File: src/rtl/ap_handshake_profiler.sv
// ap_handshake_profiler: watches one ap_ctrl_hs block and emits one record per
// completed transaction {start cycle, latency, interval since previous start}
// through a first-word fall-through record FIFO.
// Record handshake: a record transfers on a rising ap_clk edge when rec_valid and
// rec_ready are both high; rec_* hold the head record steady while rec_valid is
// high and read as zero while the FIFO is empty.
module ap_handshake_profiler #(
  parameter int CNT_W    = 32,
  parameter int TS_DEPTH = 4,
  parameter int DEPTH    = 16
) (
  input  logic                        ap_clk,
  input  logic                        ap_rst_n,
  input  logic                        enable,
  input  logic                        clear,
  input  logic                        mon_ap_start,
  input  logic                        mon_ap_ready,
  input  logic                        mon_ap_done,
  input  logic                        mon_ap_continue,
  output logic                        rec_valid,
  input  logic                        rec_ready,
  output logic [CNT_W-1:0]            rec_start,
  output logic [CNT_W-1:0]            rec_latency,
  output logic [CNT_W-1:0]            rec_interval,
  output logic [$clog2(DEPTH):0]      rec_level,
  output logic [15:0]                 drop_count,
  output logic [$clog2(TS_DEPTH):0]   inflight,
  output logic                        orphan_err,
  output logic                        ts_ovf
);

  localparam int TA = $clog2(TS_DEPTH);
  localparam int OA = $clog2(DEPTH);

  // free-running cycle counter and start-detection state
  logic [CNT_W-1:0] cyc_q;
  logic             pend_q;
  logic [CNT_W-1:0] prev_start_q;
  logic             have_prev_q;

  // timestamp FIFO (open transactions)
  logic [CNT_W-1:0] ts_start_mem [TS_DEPTH];
  logic [CNT_W-1:0] ts_int_mem   [TS_DEPTH];
  logic [TA-1:0]    ts_wr_q, ts_rd_q;
  logic [TA:0]      ts_cnt_q;

  // record FIFO
  logic [CNT_W-1:0] rec_s_mem [DEPTH];
  logic [CNT_W-1:0] rec_l_mem [DEPTH];
  logic [CNT_W-1:0] rec_i_mem [DEPTH];
  logic [OA-1:0]    rec_wr_q, rec_rd_q;
  logic [OA:0]      rec_cnt_q;

  logic [15:0]      drop_q;
  logic             orphan_q;
  logic             ovf_q;

  logic             start_ev, done_ev;
  logic             ts_empty, ts_full, rec_full, rec_pop;
  logic [CNT_W-1:0] interval_now;
  logic             ts_push, ts_pop, rec_push, rec_store, rec_drop;
  logic             start_taken, orphan_set, ovf_set;
  logic [CNT_W-1:0] rec_s_d, rec_l_d, rec_i_d;

  assign start_ev     = enable & mon_ap_start & ~pend_q;
  assign done_ev      = enable & mon_ap_done & mon_ap_continue;
  assign ts_empty     = (ts_cnt_q == '0);
  assign ts_full      = (ts_cnt_q == (TA+1)'(TS_DEPTH));
  assign rec_full     = (rec_cnt_q == (OA+1)'(DEPTH));
  assign rec_valid    = (rec_cnt_q != '0);
  assign rec_pop      = rec_valid & rec_ready;
  assign interval_now = have_prev_q ? (cyc_q - prev_start_q) : '0;
  assign rec_store    = rec_push & (~rec_full | rec_pop);
  assign rec_drop     = rec_push & rec_full & ~rec_pop;

  // decide what this cycle's start/done events do to both FIFOs
  always_comb begin
    ts_push     = 1'b0;
    ts_pop      = 1'b0;
    rec_push    = 1'b0;
    start_taken = 1'b0;
    orphan_set  = 1'b0;
    ovf_set     = 1'b0;
    rec_s_d     = '0;
    rec_l_d     = '0;
    rec_i_d     = '0;
    if (done_ev && !ts_empty) begin
      ts_pop   = 1'b1;
      rec_push = 1'b1;
      rec_s_d  = ts_start_mem[ts_rd_q];
      rec_l_d  = cyc_q - ts_start_mem[ts_rd_q];
      rec_i_d  = ts_int_mem[ts_rd_q];
    end else if (done_ev && start_ev) begin
      // zero-latency bypass: the start is consumed directly by the done
      rec_push    = 1'b1;
      rec_s_d     = cyc_q;
      rec_i_d     = interval_now;
      start_taken = 1'b1;
    end else if (done_ev) begin
      orphan_set = 1'b1;
    end
    // fullness is judged before this cycle's pop
    if (start_ev && !(done_ev && ts_empty)) begin
      if (ts_full) begin
        ovf_set = 1'b1;
      end else begin
        ts_push     = 1'b1;
        start_taken = 1'b1;
      end
    end
  end

  // control state: counters, pointers, sticky flags; clear acts like reset
  always_ff @(posedge ap_clk or negedge ap_rst_n) begin
    if (!ap_rst_n) begin
      cyc_q        <= '0;
      pend_q       <= 1'b0;
      prev_start_q <= '0;
      have_prev_q  <= 1'b0;
      ts_wr_q      <= '0;
      ts_rd_q      <= '0;
      ts_cnt_q     <= '0;
      rec_wr_q     <= '0;
      rec_rd_q     <= '0;
      rec_cnt_q    <= '0;
      drop_q       <= '0;
      orphan_q     <= 1'b0;
      ovf_q        <= 1'b0;
    end else if (clear) begin
      cyc_q        <= '0;
      pend_q       <= 1'b0;
      prev_start_q <= '0;
      have_prev_q  <= 1'b0;
      ts_wr_q      <= '0;
      ts_rd_q      <= '0;
      ts_cnt_q     <= '0;
      rec_wr_q     <= '0;
      rec_rd_q     <= '0;
      rec_cnt_q    <= '0;
      drop_q       <= '0;
      orphan_q     <= 1'b0;
      ovf_q        <= 1'b0;
    end else begin
      cyc_q <= cyc_q + CNT_W'(1);
      if (mon_ap_ready)  pend_q <= 1'b0;
      else if (start_ev) pend_q <= 1'b1;
      if (start_taken) begin
        prev_start_q <= cyc_q;
        have_prev_q  <= 1'b1;
      end
      if (ts_push) ts_wr_q <= ts_wr_q + TA'(1);
      if (ts_pop)  ts_rd_q <= ts_rd_q + TA'(1);
      ts_cnt_q <= ts_cnt_q + (TA+1)'(ts_push) - (TA+1)'(ts_pop);
      if (rec_store) rec_wr_q <= rec_wr_q + OA'(1);
      if (rec_pop)   rec_rd_q <= rec_rd_q + OA'(1);
      rec_cnt_q <= rec_cnt_q + (OA+1)'(rec_store) - (OA+1)'(rec_pop);
      if (rec_drop && drop_q != 16'hFFFF) drop_q <= drop_q + 16'd1;
      if (orphan_set) orphan_q <= 1'b1;
      if (ovf_set)    ovf_q    <= 1'b1;
    end
  end

  // FIFO storage; contents are don't-care while their slots are empty
  always_ff @(posedge ap_clk) begin
    if (ts_push) begin
      ts_start_mem[ts_wr_q] <= cyc_q;
      ts_int_mem[ts_wr_q]   <= interval_now;
    end
    if (rec_store) begin
      rec_s_mem[rec_wr_q] <= rec_s_d;
      rec_l_mem[rec_wr_q] <= rec_l_d;
      rec_i_mem[rec_wr_q] <= rec_i_d;
    end
  end

  assign rec_start    = rec_valid ? rec_s_mem[rec_rd_q] : '0;
  assign rec_latency  = rec_valid ? rec_l_mem[rec_rd_q] : '0;
  assign rec_interval = rec_valid ? rec_i_mem[rec_rd_q] : '0;
  assign rec_level    = rec_cnt_q;
  assign inflight     = ts_cnt_q;
  assign drop_count   = drop_q;
  assign orphan_err   = orphan_q;
  assign ts_ovf       = ovf_q;

endmodule

File: config.mk
export PLATFORM = sky130hd
export DESIGN_NAME = ap_handshake_profiler
export DESIGN_NICKNAME = d
export VERILOG_FILES = /design/src/rtl/ap_handshake_profiler.sv
export SDC_FILE = /design/constraint.sdc
export NUM_CORES = 2
export LEC_CHECK = 0
export ABC_AREA = 1
export CAP_MARGIN = 20
export CORE_UTILIZATION = 50
export CTS_BUF_LIST = sky130_fd_sc_hd__clkbuf_2 sky130_fd_sc_hd__clkbuf_4 sky130_fd_sc_hd__clkbuf_8
export CTS_CLUSTER_DIAMETER = 100
export DETAILED_ROUTE_END_ITERATION = 8
export PLACE_DENSITY = 0.72
export SLEW_MARGIN = 20
export SYNTH_ARGS = -nofsm -noshare
export SYNTH_HDL_FRONTEND = slang
export SYNTH_SLANG_ARGS = --single-unit
File: constraint.sdc
create_clock -name ap_clk -period 5.9 [get_ports ap_clk]
set_input_delay 1.475 -clock ap_clk [delete_from_list [all_inputs] [get_ports ap_clk]]
set_output_delay 1.475 -clock ap_clk [all_outputs]
set_load 0.03 [all_outputs]
==> Word level (Yosys, flattened, before mapping) <==
Memory sizes are Yosys's and may differ from the RTL's.
Cells that the tools add are included.
{ "classes": {"n_addsub": 12, "mul": 0, "div": 0, "order_cmp": 0, "eq_ne": 3, "shifts": 0, "mux": 50, "bitwise_logic": 12, "reduce_logical": 18} }
{ "ops": {"columns": ["op", "n"], "rows": [
  ["$mux 32", 12],
  ["$sub 32x32->32", 2],
  ["$add 32x1->32 const B", 1],
  ["$mux 16", 2],
  ["$mux 1", 26],
  ["$add 16x1->16 const B", 1],
  ["$mux 4", 4],
  ["$ne 16x16->1 const B", 1],
  ["$reduce_bool 2->1", 8],
  ["$add 4x1->4 const B", 2],
  ["$and 1x1->1", 8],
  ["$mux 2", 4],
  ["$add 5x1->5", 1],
  ["$eq 5x5->1 const B", 1],
  ["$logic_and 1x1->1", 5],
  ["$mux 5", 1],
  ["$reduce_bool 5->1", 1],
  ["$sub 5x1->5", 1],
  ["$add 2x1->2 const B", 2],
  ["$add 3x1->3", 1],
  ["$eq 3x3->1 const B", 1],
  ["$logic_not 3->1", 1],
  ["$mux 3", 1],
  ["$not 1->1", 3],
  ["other kinds (4)", 5]
]} }
{ "word_totals": {"regBits": 104, "latch_bits": 0, "ramBits": 1792, "rom_bits": 0, "in_bits": 9, "output_inout_bits": 123, "elab_cells": 113, "n_memories": 5} }
{ "memory_table": {"columns": ["name", "words", "width", "read_ports", "rd_ports_with_merged_regs", "wr", "line", "text"], "rows": [
  ["rec_i_mem", 16, 32, 1, 0, 1, "50", "logic [CNT_W-1:0] rec_i_mem [DEPTH];"],
  ["rec_l_mem", 16, 32, 1, 0, 1, "49", "logic [CNT_W-1:0] rec_l_mem [DEPTH];"],
  ["rec_s_mem", 16, 32, 1, 0, 1, "48", "logic [CNT_W-1:0] rec_s_mem [DEPTH];"],
  ["ts_int_mem", 4, 32, 1, 0, 1, "43", "logic [CNT_W-1:0] ts_int_mem [TS_DEPTH];"],
  ["ts_start_mem", 4, 32, 1, 0, 1, "42", "logic [CNT_W-1:0] ts_start_mem [TS_DEPTH];"]
]} }

==> Longest topological paths before layout <==
{ "depth": {"ltp_word": 10, "depth_mapped": 19, "mapped_depth_nobuf": 17} }

==> Worst setup path before layout <==
No wires, ideal clock.
{ "synth_path": {"kind": "input to register", "from": "input port mon_ap_start", "to": "memory rec_i_mem[11][0], enable pin", "setup_time_ps": 551, "t_arrival_ps": 6383, "required_ps": 5349, "setup_slack_ps": -1034, "stages": 8, "n_path_buf": 0, "cell_sequence": "nand2_1 nor2_2 o21ai_0 nor2_1 inv_1 nor2_1 inv_1 nor2_1"} }
{ "synth_via": {"elab_chain_len": 8} }
{ "synth_lines": {"columns": ["item", "line", "text"], "rows": [
  ["from (decl)", "16", "input logic mon_ap_start,"],
  ["$and 1x1->1 (2 in a row)", "65", "assign start_ev = enable & mon_ap_start & ~pend_q;"],
  ["$logic_and 1x1->1", "93", "end else if (done_ev && start_ev) begin"],
  ["$mux 1", "93", null],
  ["$mux 1", "87", "if (done_ev && !ts_empty) begin"],
  ["$and 1x1->1", "73", "assign rec_store = rec_push & (~rec_full | rec_pop);"],
  ["$mux 1", "169", "if (rec_store) begin"],
  ["$mux 1 (not written as such)", "172", "rec_i_mem[rec_wr_q] <= rec_i_d;"],
  ["to (decl)", "50", null]
]} }
No other way between the ends.

==> Worst setup path after layout <==
{ "layout_path": {"from": "register rec_rd_q[0]", "to": "output port rec_interval[21]"} }
{ "layout_via": {"elab_chain_len": 2} }
{ "layout_lines": {"columns": ["item", "line", "text"], "rows": [
  ["from (decl)", "51", "logic [OA-1:0] rec_wr_q, rec_rd_q;"],
  ["from (signal assigned)", "155", "if (rec_pop) rec_rd_q <= rec_rd_q + OA'(1);"],
  ["$mem_v2 16x32", null, null],
  ["$mux 32", "178", "assign rec_interval = rec_valid ? rec_i_mem[rec_rd_q] : '0;"],
  ["to (decl)", "24", "output logic [CNT_W-1:0] rec_interval,"]
]} }
No other way between the ends.

==> out/summary.txt <==
I/O pin cnt - 132
Final setup viols - 0
min-delay worst type - primary input to asynchronous set/reset pin
largest net degree at the start of global routing - 228
top cell type by total area after synthesis - edfxtp_1
crit path max fanout - 174
placed inst area - 0.0837 mm^2
Power Density - 377 mW/mm^2
Synth async-reset ratio - 5.49%
buffer depth of the longest clock path - 4
CP startpoint - rec_rd_q[0]
Clk Latency, worst-skew pair - 1030 ps
Comb pwr share - 23.0%
final WL - 217000 um
worst reg-to-reg path cell count - 16
Setup crit end kind - output pin
final hold viol count - 0
Die X - 400 um
vias in the first global route - 52600
detailed placer's ending HPWL - 122000 um
Post-synth EDFFs - 1792
syn_nets - 6538
number of max-cap violations - 0
synthesized flop and latch total - 1896
minimum clock period after layout - 5770 ps
Clk pwr share - 32.4%
cts bufs inserted - 308
CTS tree - yes
Worst R2R Start - ts_rd_q[0]
post-CTS setup buffer count - 0
Slew @ Worst Pin - 1190 ps
final period utilization - 97.9%
RSZ-0062 raised after global routing - false
Lkg Pwr - 31.3 nW
fillcell total - 12400
IO buf count - 131
Seq/Total Area, Yosys - 71.2%
P_sw - 10.5 mW
status - finished clean
max frequency - 173 MHz
Synth Area per Inst - 12.3 um^2
Final #Nets - 6765
final instance area - 0.0896 mm^2
Reg power frac - 44.6%
cts repair resizes - 0
gr usage total - 26.8%
die height - 400 um
DRC Markers - 0
first-pass GRT wire length - 323000 um
YS warnings - 0
DRT iter0 DRCs - 7377
CTS clock-pin slew for the worst setup and hold paths - 60 ps
Rows - 145
post-route ant nets - 0
via count - 54500
net switching fraction of the power - 31.0%
GP Congestion - 0.965
initial core utilization - 50.6%
Via density - 6.11
synth top area cells - edfxtp_1 68%, o21ai_0 5.7%, nor2_1 5.3%, dfrtp_1 3.3%, o221ai_1 2.8%
clk_skew - 66.6 ps
Yosys top cell area share - 67.9%
WP data required - 4430 ps
worst reg2reg setup slack - 1400 ps
WL/cell - 24.3 um
router iterations before antenna repair - 6
Pins Over Slew Limit - 0
overall power - 33.8 mW
clock sinks - 1896
H-tree lvl count - 5
Post-Syn Area - 0.0793 mm^2
Worst VDD drop - 253 uV
Crit Path Class - flop to output pin
Worst EP arrival - 4300 ps
initial antenna violation count - 4
total gr overflow - 0
max_slew headroom - 20.5%
Main synth FF type - edfxtp_1
Root Buffer - clkbuf_8
Startpoint Class - flop
die footprint - 0.160 mm^2
Post-CTS Hold Fix Bufs - 0
Internal - 23.3 mW
ratio of cells with drive above 1 in the final layout - 10.6%
Synth cell types - 50
Layout area overhead - 13.0%
core area - 0.157 mm^2
Syn Inst Count - 6435
==> per-layer routing <==
metal | GRT usage, % | wire [um] | up-vias
met3 | 4.62 | 19700 | 402
met4 | 8.67 | 5520 | 2
met5 | 0 | 11 | -
li1 | - | - | 24300
met1 | 37.2 | 88600 | 26900
met2 | 42.9 | 103000 | 2976
==> logic make-up (layout without fill, tap and decap cells) <==
logic type      after synthesis  in the layout  share of synthesized area, %
compound gates             1834           1834                          13.8
xor+xnor                     31             31                         0.342
fa+ha+maj                    94             94                          1.52
buf+inv                     705           1138                          3.76
flops                      1896           1896                          71.2
other cells                   0              1                             0
simple gates               1875           1875                          9.39
==> synthesized netlist by cell type, types with 2 or more instances <==
master,count
edfxtp_1,1792
nor2_1,1122
o21ai_0,903
nand2_1,508
clkbuf_1,290
inv_1,289
o221ai_1,253
o22ai_1,217
a21oi_1,210
nand3_1,147
o211ai_1,131
dfrtp_1,104
ha_1,90
buf_2,51
o21ai_1,51
buf_4,43
nor3_1,36
nand4_1,32
o22a_1,29
xor2_1,25
buf_6,12
nand3b_1,11
buf_1,10
a221o_1,7
nor4_1,6
o21bai_1,6
o31ai_1,6
xnor2_1,6
a21o_1,5
inv_2,5
a22o_1,4
fa_1,4
o21a_1,4
a31oi_1,3
and3_1,3
clkinv_1,3
or2_2,3
a31o_2,2
==> through the flow <==
stage	cells	hold WS, ps	util [%]	worst slack, ps	TNS (ps)
after floorplan	6435	489	-	-1030	-397070
after detailed placement	8409	483	53.4	1160	0
after global routing	8927	380	57.2	23.1	0
final	8927	390	57.2	126	0
after CTS	8925	500	57.1	43.0	0
after global placement	8409	481	53.4	1120	0
==> sequential cells by signal, indices dropped and copies added, names as in the netlist, 2 cells and up <==
name and flops:
cyc_q 32, rec_l_mem 512, rec_i_mem 512, ts_start_mem 128, ts_int_mem 128, ts_rd_q 2
rec_level 5, rec_rd_q 4, prev_start_q 32, rec_wr_q 4, inflight 3, ts_wr_q 2
drop_count 16, rec_s_mem 512
==> final timing paths <==
| kind | to |
|---|---|
| min in group ap_clk | orphan_err |
| max reg2reg | rec_l_mem[12][22] |
| max | rec_interval[21] |
| min | inflight[0] |
| max in group asynchronous | prev_start_q[2] |
| min reg2reg | orphan_err |
==> final cells by class <==
| class | instances | area (um^2) | area share [%] |
|---|---|---|---|
| clock inverter | 85 | 533 | 0.595 |
| multi-input combinational | 3834 | 20100 | 22.5 |
| sequential | 1896 | 56400 | 63.0 |
| timing repair buffer | 324 | 3500 | 3.91 |
| antenna | 1 | 2.50 | 0.00279 |
| clock buffer | 431 | 5260 | 5.87 |
| inverter | 298 | 1170 | 1.30 |
| tap | 2058 | 2570 | 2.87 |
==> layout by cell type, fill, tap and decap left out, types with 5 or more instances in the layout <==
cell type | netlist | routed
inv_1 | 289 | 286
nand4_1 | 32 | 32
nand3b_1 | 11 | 11
dfrtp_4 | 0 | 5
o211ai_1 | 131 | 131
buf_4 | 43 | 134
nand3_1 | 147 | 147
o221ai_1 | 253 | 253
clkinv_2 | 0 | 21
clkbuf_4 | 0 | 108
nand2_1 | 508 | 506
clkbuf_8 | 0 | 323
xor2_1 | 25 | 25
o31ai_1 | 6 | 6
ha_1 | 90 | 90
a21o_1 | 5 | 5
nor2_1 | 1122 | 1099
o22a_1 | 29 | 29
clkinvlp_4 | 0 | 7
o22ai_1 | 217 | 207
a221o_1 | 7 | 7
o21ai_1 | 51 | 59
bufinv_16 | 0 | 6
o21bai_1 | 6 | 6
inv_2 | 5 | 5
xnor2_1 | 6 | 6
dfrtp_1 | 104 | 98
nor4_1 | 6 | 6
clkinv_1 | 3 | 52
clkdlybuf4s50_1 | 0 | 129
buf_12 | 0 | 58
a21oi_1 | 210 | 207
nor3_1 | 36 | 36
edfxtp_1 | 1792 | 1792
o21ai_0 | 903 | 894
nor2_4 | 1 | 21
o22ai_2 | 0 | 10
==> power by group through the flow <==
stage	registers, mW	clock network [mW]	logic (mW)
floorplan	15.3	0	4.90
global placement	15.3	0	7.56
detailed placement	15.3	0	7.71
CTS	15.1	11.1	7.74
global route	15.1	11.6	8.39
finish	15.1	10.9	7.77
==> critical path, stage by stage, from the launching register on <==
cell             delay (ps)
dfrtp_4                 670
buf_12                  480
o21ai_0                 200
o221ai_1                240
nand3_1                 130
a21oi_1                 610
clkdlybuf4s50_1         800
(Power assumes the default switching activity.)
